`config.mk`:
```
export PLATFORM = sky130hd
export DESIGN_NAME = texture_column_sequencer_flat
export DESIGN_NICKNAME = d
export VERILOG_FILES = /design/src/rtl/raycast_pkg.sv /design/src/rtl/texture_column_sequencer_if.sv /design/src/rtl/row_classifier.sv /design/src/rtl/texture_column_sequencer.sv /design/src/flat_wrapper.sv
export SDC_FILE = /design/constraint.sdc
export NUM_CORES = 1
export LEC_CHECK = 0
export CORE_UTILIZATION = 25
export DETAILED_ROUTE_END_ITERATION = 6
export DONT_BUFFER_PORTS = 1
export PLACE_DENSITY = 0.45
export SLEW_MARGIN = 20
export SYNTH_ARGS = -nofsm -noshare
export SYNTH_HDL_FRONTEND = slang
export SYNTH_SLANG_ARGS = --single-unit
```
`constraint.sdc`:
```
create_clock -name pixel_clk_in -period 10.9 [get_ports pixel_clk_in]
set_clock_uncertainty 0.1 [all_clocks]
set_input_delay 1.635 -clock pixel_clk_in [delete_from_list [all_inputs] [get_ports pixel_clk_in]]
set_output_delay 1.635 -clock pixel_clk_in [all_outputs]
set_load 0.005 [all_outputs]
```
`src/rtl/raycast_pkg.sv`:
```
`default_nettype none
// ----------------------------------------------------------------------------
// raycast_pkg : screen geometry, palette, sequencer state and column types
// Rev 1.0
// ----------------------------------------------------------------------------
package raycast_pkg;

    localparam int unsigned SCREEN_WIDTH  = 320;
    localparam int unsigned SCREEN_HEIGHT = 180;
    localparam int unsigned C_TEX_TIMEOUT = 64;

    localparam logic [7:0] C_CEIL_COLOR  = 8'h11;
    localparam logic [7:0] C_FLOOR_COLOR = 8'h22;
    localparam logic [7:0] C_FLAT_COLOR  = 8'h0F;
    localparam logic [7:0] C_ERR_COLOR   = 8'hE0;

    typedef enum logic [2:0] {
        S_IDLE = 3'd0,
        S_ROW  = 3'd1,
        S_REQ  = 3'd2,
        S_WAIT = 3'd3,
        S_GAP  = 3'd4,
        S_NEXT = 3'd5
    } seq_state_e;

    typedef enum logic [1:0] {
        ROW_CEIL  = 2'd0,
        ROW_FLOOR = 2'd1,
        ROW_FLAT  = 2'd2,
        ROW_TEX   = 2'd3
    } row_kind_e;

    typedef struct packed {
        logic [8:0]  hcount;
        logic [15:0] wallX;
        logic [7:0]  lineheight;
        logic [9:0]  drawstart;
        logic [3:0]  texture;
    } col_desc_t;

    // Row-major framebuffer address; the largest pixel (319,179) still fits 16 bits.
    function automatic logic [15:0] fb_addr(input logic [8:0] hcount, input logic [7:0] vcount);
        return {7'd0, hcount} + ({8'd0, vcount} * 16'(SCREEN_WIDTH));
    endfunction

endpackage
`default_nettype wire

```
`src/rtl/texture_column_sequencer_if.sv`:
```
`default_nettype none
// ----------------------------------------------------------------------------
// texture_column_sequencer_if : descriptor, texture lookup and framebuffer bus
// Rev 1.0
// ----------------------------------------------------------------------------
interface texture_column_sequencer_if;

    logic        desc_valid_in;
    logic        desc_ready_out;
    logic [8:0]  hcount_in;
    logic [15:0] wallX_in;
    logic [7:0]  lineheight_in;
    logic [9:0]  drawstart_in;
    logic [3:0]  texture_in;

    logic        valid_req_out;
    logic [15:0] wallX_out;
    logic [7:0]  lineheight_out;
    logic [9:0]  drawstart_out;
    logic [3:0]  texture_out;
    logic [7:0]  vcount_ray_out;
    logic [7:0]  tex_pixel_in;
    logic        valid_tex_in;

    logic [15:0] fb_addr_out;
    logic [7:0]  fb_data_out;
    logic        fb_we_out;
    logic        col_done_out;
    logic        timeout_err_out;

    modport master (
        input  desc_valid_in, hcount_in, wallX_in, lineheight_in, drawstart_in, texture_in,
        input  tex_pixel_in, valid_tex_in,
        output desc_ready_out, valid_req_out, wallX_out, lineheight_out, drawstart_out,
        output texture_out, vcount_ray_out, fb_addr_out, fb_data_out, fb_we_out,
        output col_done_out, timeout_err_out
    );

    modport slave (
        output desc_valid_in, hcount_in, wallX_in, lineheight_in, drawstart_in, texture_in,
        output tex_pixel_in, valid_tex_in,
        input  desc_ready_out, valid_req_out, wallX_out, lineheight_out, drawstart_out,
        input  texture_out, vcount_ray_out, fb_addr_out, fb_data_out, fb_we_out,
        input  col_done_out, timeout_err_out
    );

endinterface
`default_nettype wire

```
`src/rtl/row_classifier.sv`:
```
`default_nettype none
// ----------------------------------------------------------------------------
// row_classifier : decides whether a row is ceiling, floor, flat or textured wall
// Rev 1.0
// ----------------------------------------------------------------------------
module row_classifier
    import raycast_pkg::*;
(
    input  wire logic [7:0] vcount_in,
    input  wire logic [9:0] drawstart_in,
    input  wire logic [7:0] lineheight_in,
    input  wire logic [3:0] texture_in,
    output row_kind_e       kind_out
);

    logic [10:0] wall_end;
    logic        above_wall;
    logic        before_end;
    logic        textured;

    // 11-bit sum so drawstart+lineheight never wraps back into the screen.
    assign wall_end   = {1'b0, drawstart_in} + {3'd0, lineheight_in};
    assign above_wall = {2'd0, vcount_in} < drawstart_in;
    assign before_end = {3'd0, vcount_in} < wall_end;
    assign textured   = (texture_in >= 4'd2) && (texture_in <= 4'd9);

    always_comb begin
        kind_out = ROW_FLOOR;
        if (above_wall) begin
            kind_out = ROW_CEIL;
        end else if (before_end) begin
            kind_out = textured ? ROW_TEX : ROW_FLAT;
        end
    end

endmodule
`default_nettype wire

```
`src/rtl/texture_column_sequencer.sv`:
```
`default_nettype none
// ----------------------------------------------------------------------------
// texture_column_sequencer : walks one column's rows, fetches wall texels, writes pixels
// Rev 1.0
// ----------------------------------------------------------------------------
module texture_column_sequencer
    import raycast_pkg::*;
#(
    parameter logic [7:0]  CEIL_COLOR  = C_CEIL_COLOR,
    parameter logic [7:0]  FLOOR_COLOR = C_FLOOR_COLOR,
    parameter logic [7:0]  FLAT_COLOR  = C_FLAT_COLOR,
    parameter logic [7:0]  ERR_COLOR   = C_ERR_COLOR,
    parameter int unsigned TEX_TIMEOUT = C_TEX_TIMEOUT
)(
    input  wire logic                  pixel_clk_in,
    input  wire logic                  rst_in,
    texture_column_sequencer_if.master seq
);

    localparam int WAIT_W = $clog2(TEX_TIMEOUT + 1);

    seq_state_e        state_q,       state_d;
    col_desc_t         desc_q,        desc_d;
    logic [7:0]        vcount_q,      vcount_d;
    logic [WAIT_W-1:0] wait_cnt_q,    wait_cnt_d;
    logic              fb_we_q,       fb_we_d;
    logic [15:0]       fb_addr_q,     fb_addr_d;
    logic [7:0]        fb_data_q,     fb_data_d;
    logic              col_done_q,    col_done_d;
    logic              timeout_err_q, timeout_err_d;

    logic [7:0]        pixel;
    row_kind_e         row_kind;

    row_classifier u_row_classifier (
        .vcount_in     (vcount_q),
        .drawstart_in  (desc_q.drawstart),
        .lineheight_in (desc_q.lineheight),
        .texture_in    (desc_q.texture),
        .kind_out      (row_kind)
    );

    always_ff @(posedge pixel_clk_in) begin
        if (rst_in) begin
            state_q       <= S_IDLE;
            desc_q        <= '0;
            vcount_q      <= '0;
            wait_cnt_q    <= '0;
            fb_we_q       <= 1'b0;
            fb_addr_q     <= '0;
            fb_data_q     <= '0;
            col_done_q    <= 1'b0;
            timeout_err_q <= 1'b0;
        end else begin
            state_q       <= state_d;
            desc_q        <= desc_d;
            vcount_q      <= vcount_d;
            wait_cnt_q    <= wait_cnt_d;
            fb_we_q       <= fb_we_d;
            fb_addr_q     <= fb_addr_d;
            fb_data_q     <= fb_data_d;
            col_done_q    <= col_done_d;
            timeout_err_q <= timeout_err_d;
        end
    end

    always_comb begin
        state_d       = state_q;
        desc_d        = desc_q;
        vcount_d      = vcount_q;
        wait_cnt_d    = wait_cnt_q;
        fb_we_d       = 1'b0;
        fb_addr_d     = fb_addr_q;
        fb_data_d     = fb_data_q;
        col_done_d    = 1'b0;
        timeout_err_d = timeout_err_q;
        pixel         = 8'd0;

        case (state_q)
            S_IDLE: begin
                if (seq.desc_valid_in) begin
                    desc_d   = '{hcount:     seq.hcount_in,
                                 wallX:      seq.wallX_in,
                                 lineheight: seq.lineheight_in,
                                 drawstart:  seq.drawstart_in,
                                 texture:    seq.texture_in};
                    vcount_d = 8'd0;
                    state_d  = S_ROW;
                end
            end
            S_ROW: begin
                case (row_kind)
                    ROW_CEIL:  begin fb_we_d = 1'b1; pixel = CEIL_COLOR;  state_d = S_NEXT; end
                    ROW_FLOOR: begin fb_we_d = 1'b1; pixel = FLOOR_COLOR; state_d = S_NEXT; end
                    ROW_FLAT:  begin fb_we_d = 1'b1; pixel = FLAT_COLOR;  state_d = S_NEXT; end
                    default:   state_d = S_REQ;
                endcase
            end
            S_REQ: begin
                wait_cnt_d = '0;
                state_d    = S_WAIT;
            end
            S_WAIT: begin
                // A texel landing on the timeout cycle still wins.
                if (seq.valid_tex_in) begin
                    fb_we_d = 1'b1;
                    pixel   = seq.tex_pixel_in;
                    state_d = S_GAP;
                end else if (wait_cnt_q == WAIT_W'(TEX_TIMEOUT - 1)) begin
                    fb_we_d       = 1'b1;
                    pixel         = ERR_COLOR;
                    timeout_err_d = 1'b1;
                    state_d       = S_GAP;
                end else begin
                    wait_cnt_d = wait_cnt_q + WAIT_W'(1);
                end
            end
            S_GAP: begin
                state_d = S_NEXT;
            end
            S_NEXT: begin
                if (vcount_q == 8'(SCREEN_HEIGHT - 1)) begin
                    col_done_d = 1'b1;
                    state_d    = S_IDLE;
                end else begin
                    vcount_d = vcount_q + 8'd1;
                    state_d  = S_ROW;
                end
            end
            default: begin
                state_d = S_IDLE;
            end
        endcase

        if (fb_we_d) begin
            fb_addr_d = fb_addr(desc_q.hcount, vcount_q);
            fb_data_d = pixel;
        end
    end

    assign seq.desc_ready_out  = (state_q == S_IDLE);
    assign seq.valid_req_out   = (state_q == S_REQ) || (state_q == S_WAIT);
    assign seq.wallX_out       = desc_q.wallX;
    assign seq.lineheight_out  = desc_q.lineheight;
    assign seq.drawstart_out   = desc_q.drawstart;
    assign seq.texture_out     = desc_q.texture;
    assign seq.vcount_ray_out  = vcount_q;
    assign seq.fb_we_out       = fb_we_q;
    assign seq.fb_addr_out     = fb_addr_q;
    assign seq.fb_data_out     = fb_data_q;
    assign seq.col_done_out    = col_done_q;
    assign seq.timeout_err_out = timeout_err_q;

endmodule
`default_nettype wire

```
`src/flat_wrapper.sv`:
```
// flat-port wrapper written by rule: the top's interface ports become plain ports
module texture_column_sequencer_flat import raycast_pkg::*;
#(
    parameter logic [7:0]  CEIL_COLOR  = C_CEIL_COLOR,
    parameter logic [7:0]  FLOOR_COLOR = C_FLOOR_COLOR,
    parameter logic [7:0]  FLAT_COLOR  = C_FLAT_COLOR,
    parameter logic [7:0]  ERR_COLOR   = C_ERR_COLOR,
    parameter int unsigned TEX_TIMEOUT = C_TEX_TIMEOUT
)
  (pixel_clk_in, rst_in, seq_desc_valid_in, seq_hcount_in, seq_wallX_in, seq_lineheight_in, seq_drawstart_in, seq_texture_in, seq_tex_pixel_in, seq_valid_tex_in, seq_desc_ready_out, seq_valid_req_out, seq_wallX_out, seq_lineheight_out, seq_drawstart_out, seq_texture_out, seq_vcount_ray_out, seq_fb_addr_out, seq_fb_data_out, seq_fb_we_out, seq_col_done_out, seq_timeout_err_out);
  texture_column_sequencer_if seq_i ();
  input  wire logic pixel_clk_in;
  input  wire logic rst_in;
  input wire logic [$bits(seq_i.desc_valid_in)-1:0] seq_desc_valid_in;
  input wire logic [$bits(seq_i.hcount_in)-1:0] seq_hcount_in;
  input wire logic [$bits(seq_i.wallX_in)-1:0] seq_wallX_in;
  input wire logic [$bits(seq_i.lineheight_in)-1:0] seq_lineheight_in;
  input wire logic [$bits(seq_i.drawstart_in)-1:0] seq_drawstart_in;
  input wire logic [$bits(seq_i.texture_in)-1:0] seq_texture_in;
  input wire logic [$bits(seq_i.tex_pixel_in)-1:0] seq_tex_pixel_in;
  input wire logic [$bits(seq_i.valid_tex_in)-1:0] seq_valid_tex_in;
  output wire logic [$bits(seq_i.desc_ready_out)-1:0] seq_desc_ready_out;
  output wire logic [$bits(seq_i.valid_req_out)-1:0] seq_valid_req_out;
  output wire logic [$bits(seq_i.wallX_out)-1:0] seq_wallX_out;
  output wire logic [$bits(seq_i.lineheight_out)-1:0] seq_lineheight_out;
  output wire logic [$bits(seq_i.drawstart_out)-1:0] seq_drawstart_out;
  output wire logic [$bits(seq_i.texture_out)-1:0] seq_texture_out;
  output wire logic [$bits(seq_i.vcount_ray_out)-1:0] seq_vcount_ray_out;
  output wire logic [$bits(seq_i.fb_addr_out)-1:0] seq_fb_addr_out;
  output wire logic [$bits(seq_i.fb_data_out)-1:0] seq_fb_data_out;
  output wire logic [$bits(seq_i.fb_we_out)-1:0] seq_fb_we_out;
  output wire logic [$bits(seq_i.col_done_out)-1:0] seq_col_done_out;
  output wire logic [$bits(seq_i.timeout_err_out)-1:0] seq_timeout_err_out;
  assign seq_i.desc_valid_in = seq_desc_valid_in;
  assign seq_i.hcount_in = seq_hcount_in;
  assign seq_i.wallX_in = seq_wallX_in;
  assign seq_i.lineheight_in = seq_lineheight_in;
  assign seq_i.drawstart_in = seq_drawstart_in;
  assign seq_i.texture_in = seq_texture_in;
  assign seq_i.tex_pixel_in = seq_tex_pixel_in;
  assign seq_i.valid_tex_in = seq_valid_tex_in;
  assign seq_desc_ready_out = seq_i.desc_ready_out;
  assign seq_valid_req_out = seq_i.valid_req_out;
  assign seq_wallX_out = seq_i.wallX_out;
  assign seq_lineheight_out = seq_i.lineheight_out;
  assign seq_drawstart_out = seq_i.drawstart_out;
  assign seq_texture_out = seq_i.texture_out;
  assign seq_vcount_ray_out = seq_i.vcount_ray_out;
  assign seq_fb_addr_out = seq_i.fb_addr_out;
  assign seq_fb_data_out = seq_i.fb_data_out;
  assign seq_fb_we_out = seq_i.fb_we_out;
  assign seq_col_done_out = seq_i.col_done_out;
  assign seq_timeout_err_out = seq_i.timeout_err_out;
  texture_column_sequencer #(.CEIL_COLOR(CEIL_COLOR), .FLOOR_COLOR(FLOOR_COLOR), .FLAT_COLOR(FLAT_COLOR), .ERR_COLOR(ERR_COLOR), .TEX_TIMEOUT(TEX_TIMEOUT)) u_core (.pixel_clk_in(pixel_clk_in), .rst_in(rst_in), .seq(seq_i));
endmodule
```
==> impl_metrics.yaml, run 1 <==
run_status:
  status: "finished, final reports clean"
routing:
  dr.first_iter.drc_count: 207
  dr.pass1.iters: 4
  drc_errors: 0
  drtAntennaViolNets: 0
  drt_wl_total_um: 13700
  avgViaCountPerCell: 4.70
  via_count: 4031
  wl_per_cell_um: 16.0
power:
  combinationalPowerShare_pct: 19.9
  ir_drop_uv: 87.1
  power.total_mw: 0.981
  power_density_nw_per_um2: 179
  leakage_nw: 2.09
  switching_share_pct: 31.6
  p_int_mw: 0.671
  p_switching_mw: 0.310
  pwr-share-seq_pct: 42.3
  clkPwrFrac_pct: 37.8
worst_setup_path:
  start_kind: "flop"
  required_ns: 11.05
  path_max_fanout: 24
  endpoint_kind: "flop"
  arrival_ns: 4.85
  path_class: "flop to flop"
grt:
  grt_pass1_vias: 3884
  grt.total_usage_pct: 13.1
  grt_start_max_net_pins: 85
  antenna_found_initial: 0
  grt_pass1_wl_um: 21900
  gr-total-overflow: 0
synth:
  yosys_most_used_dff: "dfxtp_1"
  synth_most_common_cell: "nand2_1"
  avgSynthCellArea_um2: 8.15
  ys_types: 60
  ys_seq_elements: 92
  ys_seq_area_share_pct: 35.4
  async_reset_ff_share_pct: 0
  synthCells: 638
  synthTopCellsByArea: "dfxtp_1 35%, ha_1 10%, nand2_1 9.6%, a21oi_1 7.0%, buf_4 5.8%"
  yosys_warnings: 0
  synth_area_leader_cell: "dfxtp_1"
  syn_nets: 743
  synth-edff-count: 0
  synth.top_cells.by_count: "133 x nand2_1, 92 x dfxtp_1, 73 x a21oi_1"
  yosysTopAreaCellShare_pct: 35.4
  synthesis.area_um2: 5200
cells_and_area:
  fin_cells: 858
  syn2layout_area_growth_pct: 5.34
  drive_gt1_share_pct: 5.44
  n_antenna_cell: 0
  fin_nets: 688
  finish.instance_area_um2: 5480
timing:
  max_slew_margin_pct: 32.7
  tightestPinTransition_ns: 1.01
  finalMaxSlewViolations: 0
  setup_viol: 0
  fin_tns_setup_ns: 0
  fin_ws_ns: 6.20
  rsz0062_at_grt: "no"
  min_period_ns: 4.70
  hold_viol_final: 0
  clock.fmax_ghz: 0.213
  min_period_over_period_pct: 43.1
cts:
  clock_latency_ns: 0.35
  postCtsSetupRepairBufs: 0
  cts.htree.levels: 3
  numCtsBuffers: 9
  cts_root_buf: "clkbuf_16"
  clockBufferDepth: 2
  hold_buffers: 0
  cts_tree: "done"
  clk_pin_slew_worst_paths_ns: 0.07
  cts_resized: 0
  cts_sinks: 92
floorplan:
  rows: 52
  ioPinCount: 134
  die_width_um: 146
  dieArea_um2: 21400
  initial_core_util_pct: 25.6
  die_h_um: 146
  core_area_um2: 20300
placed_design:
  placed_cell_area_um2: 5130
  dp_hpwl_um: 10100
  port_buffers: 0
  preCtsSetupSlack_ns: 6.21
  dp_cells: 842
  gp_congestion: 0.776
flow_run:
  cap_violations: 0
worst_hold_path:
  hold_class: "flop to flop"
==> cell type report <==
cell class	instances	area, um^2
Inverter	22	82.6
Fill cell	2189	14800
Timing Repair Buffer	1	7.51
Clock buffer	9	225
Tap cell	270	338
Multi-Input combinational cell	457	2860
Sequential cell	92	1840
Clock inverter	7	121
==> path summary, 6_finish.rpt <==
path,from,end,slack [ns],cells after the start
hold reg to reg,u_core.desc_q[41],u_core.seq.fb_addr_out[3],0.35,2
hold / removal,u_core.desc_q[41],u_core.seq.fb_addr_out[3],0.35,2
setup reg to reg,u_core.seq.drawstart_out[0],u_core.seq.fb_addr_out[14],6.20,20
setup / recovery,u_core.seq.drawstart_out[0],u_core.seq.fb_addr_out[14],6.20,20
==> routing by layer <==
layer / routed length (um) / track usage (%) / vias to the layer above
li1: - / - / 2034
met1: 6190 / 16.3 / 1891
met2: 6320 / 20.7 / 93
met3: 1040 / 5.22 / 13
met4: 177 / 4.17 / 0
met5: 0 / 0 / -
==> power by group through the flow <==
stage	clock network [mW]	registers (mW)	logic, mW
floorplan	0	0.400	0.193
global placement	0	0.424	0.193
detailed placement	0	0.425	0.199
CTS	0.384	0.417	0.200
global route	0.399	0.422	0.225
finish	0.371	0.415	0.195
==> stage by stage <==
stage / hold WS, ns / utilization [%]
3_3_place_gp: 0.340 / 25.3
4_1_cts: 0.351 / 27.0
5_1_grt: 0.368 / 27.0
3_5_place_dp: 0.344 / 25.3
2_1_floorplan: 0.332 / -
6_report: 0.354 / 27.0
==> worst max-delay path: stages (launching register included) <==
cell	delay, ns
dfxtp_1	0.35
ha_1	0.24
fa_1	0.42
a211oi_1	0.22
nor2_1	0.10
o21a_1	0.18
nor2_1	0.11
xor2_1	0.08
ha_1	0.33
nand4_1	0.11
a21oi_1	0.15
o22ai_1	0.11
a211oi_2	0.35
nor2_1	0.12
ha_1	0.25
nor2b_1	0.15
nand2b_1	0.23
a21oi_2	0.36
buf_4	0.35
nor2_1	0.07
a211oi_1	0.23
==> sequential cells by signal (all words and copies together) (netlist names) <==
| name | count |
|---|---|
| u_core.seq.vcount_ray_out | 8 |
| u_core.state_q | 3 |
| u_core.seq.timeout_err_out | 1 |
| u_core.desc_q | 9 |
| u_core.seq.col_done_out | 1 |
| u_core.seq.fb_we_out | 1 |
| u_core.seq.fb_data_out | 8 |
| u_core.seq.lineheight_out | 8 |
| u_core.seq.fb_addr_out | 16 |
| u_core.seq.drawstart_out | 10 |
| u_core.seq.texture_out | 4 |
| u_core.wait_cnt_q | 7 |
| u_core.seq.wallX_out | 16 |
==> layout by cell type (no fill, tap or decap), drive strengths merged, types with 6 or more instances in the layout <==
master and instances:
a21o 6, nand4 6, xnor2 10, a21oi 75
dfxtp 92, a211oi 15, nor2b 8, nand2 133
xor2 17, nand2b 8, clkbuf 9, nor3 12
nand3 12, inv 25, nor2 43, ha 43
o21ai 12
==> kinds of logic (layout without fill, tap and decap cells) <==
group	count (synthesis)	in the layout	share of synthesized area [%]
AO/OA/AOI/OAI	133	133	16.4
XOR/XNOR	27	27	4.55
adder cells (fa/ha/maj)	46	46	11.5
buffers and inverters	89	39	9.63
flip-flops	92	92	35.4
multiplexers	2	2	0.385
AND/OR/NAND/NOR	249	249	22.1
Power figures use the tool's default switching activity.
==> inputs of run 2 (changes only) <==
Settings changed: PLACE_DENSITY 0.45 to 0.47.
Clock period 10.9 ns to 4.2 ns, I/O delays scaled along.
==> run 2 against run 1 <==
Effect of this change:
- clock power up 150%
- via count rose by 1.1%
- utilization up 1.5 points
- sequential cell count unchanged
- register-to-register slack lost 6.0 ns
- highest routed layer unchanged
- critical path type unchanged
==> impl_metrics.yaml, run 2 (synthesis results as in run 1) <==
run_status:
  status: "finished, final reports clean"
power:
  ir_drop_uv: 176
  power_density_nw_per_um2: 454
  clkPwrFrac_pct: 34.8
  leakage_nw: 2.24
  pwr-share-seq_pct: 40.9
  switching_share_pct: 31.9
  combinationalPowerShare_pct: 24.3
  p_switching_mw: 0.837
  p_int_mw: 1.78
worst_hold_path:
  hold_class: "input pin to flop"
  min_from: "rst_in"
  whs_path_depth: 1
  hold_path_end: "u_core.seq.fb_addr_out[7]"
worst_setup_path:
  rr_worst_depth: 21
  cp.depth: 21
  r2r-start: "u_core.seq.drawstart_out[0]"
  r2r_setup_slack_ns: 0.19
  slowest_delay_ns: 0.34
  reg2reg_to: "u_core.seq.fb_data_out[0]"
  critical_path_buf_inv_count: 1
  crit_family: "compound AO/OA/AOI/OAI gates"
  worstPathCellList: "ha_4 > fa_2 > a211oi_2 > nor2_2 > o21a_1 > nor2_1 > xor2_1 > ha_1 > nand4_1 > a21oi_2 > o22ai_2 > a211oi_2 > o21ba_1 > ha_2 > nor2b_4 > nand2b_4 > a21oi_4 > buf_12 > o21a_1 > a2bb2oi_2 > o31ai_1"
  arrival_ns: 4.14
  path_max_fanout: 21
  endpoint_kind: "flop"
  path_class: "flop to flop"
  start_kind: "flop"
  cp_slowest_cell: "dfxtp_2"
  required_ns: 4.33
cells_and_area:
  syn2layout_area_growth_pct: 11.2
  nFillCells: 2229
  fin_nets: 719
  n_antenna_cell: 0
  post-route-util_pct: 28.5
  drive_gt1_share_pct: 12.3
  layout_common_cells: "132 x nand2_1, 90 x dfxtp_1, 71 x a21oi_1"
  final_common_cell: "nand2_1"
placed_design:
  port_buffers: 0
  dp_hpwl_um: 10300
  gp_congestion: 0.761
floorplan:
  dieArea_um2: 21400
  die_h_um: 146
  die_width_um: 146
  core_area_um2: 20300
  initial_core_util_pct: 25.6
  rows: 52
  ioPinCount: 134
cts:
  clockBufferDepth: 2
  cts_root_buf: "clkbuf_16"
  clock_latency_ns: 0.35
  clk_pin_slew_worst_paths_ns: 0.07
  numCtsBuffers: 9
  cts_sinks: 92
  cts_tree: "done"
  cts.htree.levels: 3
timing:
  rsz0062_at_grt: "yes"
  hold_viol_final: 0
  tightestPinTransition_ns: 0.697
  finalMaxSlewViolations: 0
  min_period_over_period_pct: 95.5
  min_period_ns: 4.01
  setup_viol: 0
  clock.fmax_ghz: 0.249
  fin_tns_setup_ns: 0
  max_slew_margin_pct: 53.4
  worst_hold_slack_ns: 0.241
routing:
  dr.first_iter.drc_count: 149
  drc_errors: 0
  drtAntennaViolNets: 0
  via_count: 4077
  wl_per_cell_um: 15.9
  avgViaCountPerCell: 4.59
  dr.pass1.iters: 4
  drt_wl_total_um: 14100
grt:
  grt_start_max_net_pins: 85
  grt.total_usage_pct: 13.3
  antenna_found_initial: 0
  grt_pass1_vias: 3888
  gr-total-overflow: 0
  grt_pass1_wl_um: 21900
flow_run:
  cap_violations: 0
[run 2: timing repair]
item                                    CTS  global route
hold buffers                              0             0
gates resized for setup                   8            11
endpoints found under the hold margin     0             0
gates cloned                              0             0
pin swaps                                 4             3
setup buffers                             2             3
endpoints found under the setup margin   23            24
[run 2: routing by layer]
layer	vias up	wire, um	track usage (%)
li1	2099	-	-
met3	15	894	4.59
met4	0	175	4.06
met5	-	0	0
met2	80	6540	21.3
met1	1883	6530	16.7
[run 2: worst max-delay path by stage]
| stage | from | endpoint | slack [ns] |
|---|---|---|---|
| finish | u_core.seq.drawstart_out[0] | u_core.seq.fb_data_out[0] | 0.19 |
| detailed placement | u_core.seq.drawstart_out[0] | u_core.seq.fb_data_out[0] | -0.09 |
| global route | u_core.seq.drawstart_out[0] | u_core.seq.fb_data_out[0] | -0.02 |
| CTS | u_core.seq.drawstart_out[0] | u_core.seq.fb_data_out[0] | 0.04 |
| global placement | u_core.seq.drawstart_out[0] | u_core.seq.fb_data_out[0] | -0.03 |
| floorplan | u_core.seq.drawstart_out[0] | u_core.seq.fb_data_out[0] | 0.16 |
[run 2: area by class of cell]
type                       instances  area [um^2]  area share (%)
multi-input combinational        457         2930            50.7
sequential                        92         1840            31.9
tap                              270          338            5.84
timing repair buffer              32          256            4.44
clock buffer                      11          243            4.20
clock inverter                     5         83.8            1.45
inverter                          22         82.6            1.43
[run 2: worst register-to-register path, delay by kind of cell, from the launching register on]
kind | cells | cell delay [ns]
flip-flops | 1 | 0.34
AND/OR/NAND/NOR | 5 | 0.65
buffers and inverters | 1 | 0.18
XOR/XNOR | 1 | 0.08
AO/OA/AOI/OAI | 10 | 1.52
adder cells (fa/ha/maj) | 4 | 1.02
[run 2: power groups by stage]
stage,clock (mW),combinational [mW],sequential (mW)
after floorplan,0,0.502,1.04
after CTS,0.951,0.628,1.07
after global routing,0.977,0.718,1.09
after detailed placement,0,0.598,1.09
after global placement,0,0.592,1.09
final,0.913,0.637,1.07
[run 2: metrics by stage]
stage	cells	cell area [um^2]	worst slack (ns)	total power, mW
4_1_cts	886	5710	0.0353	2.65
6_report	889	5780	0.189	2.62
2_1_floorplan	638	5200	0.160	1.54
5_1_grt	889	5780	-0.0191	2.78
3_3_place_gp	868	5340	-0.0281	1.69
3_5_place_dp	868	5340	-0.0870	1.69
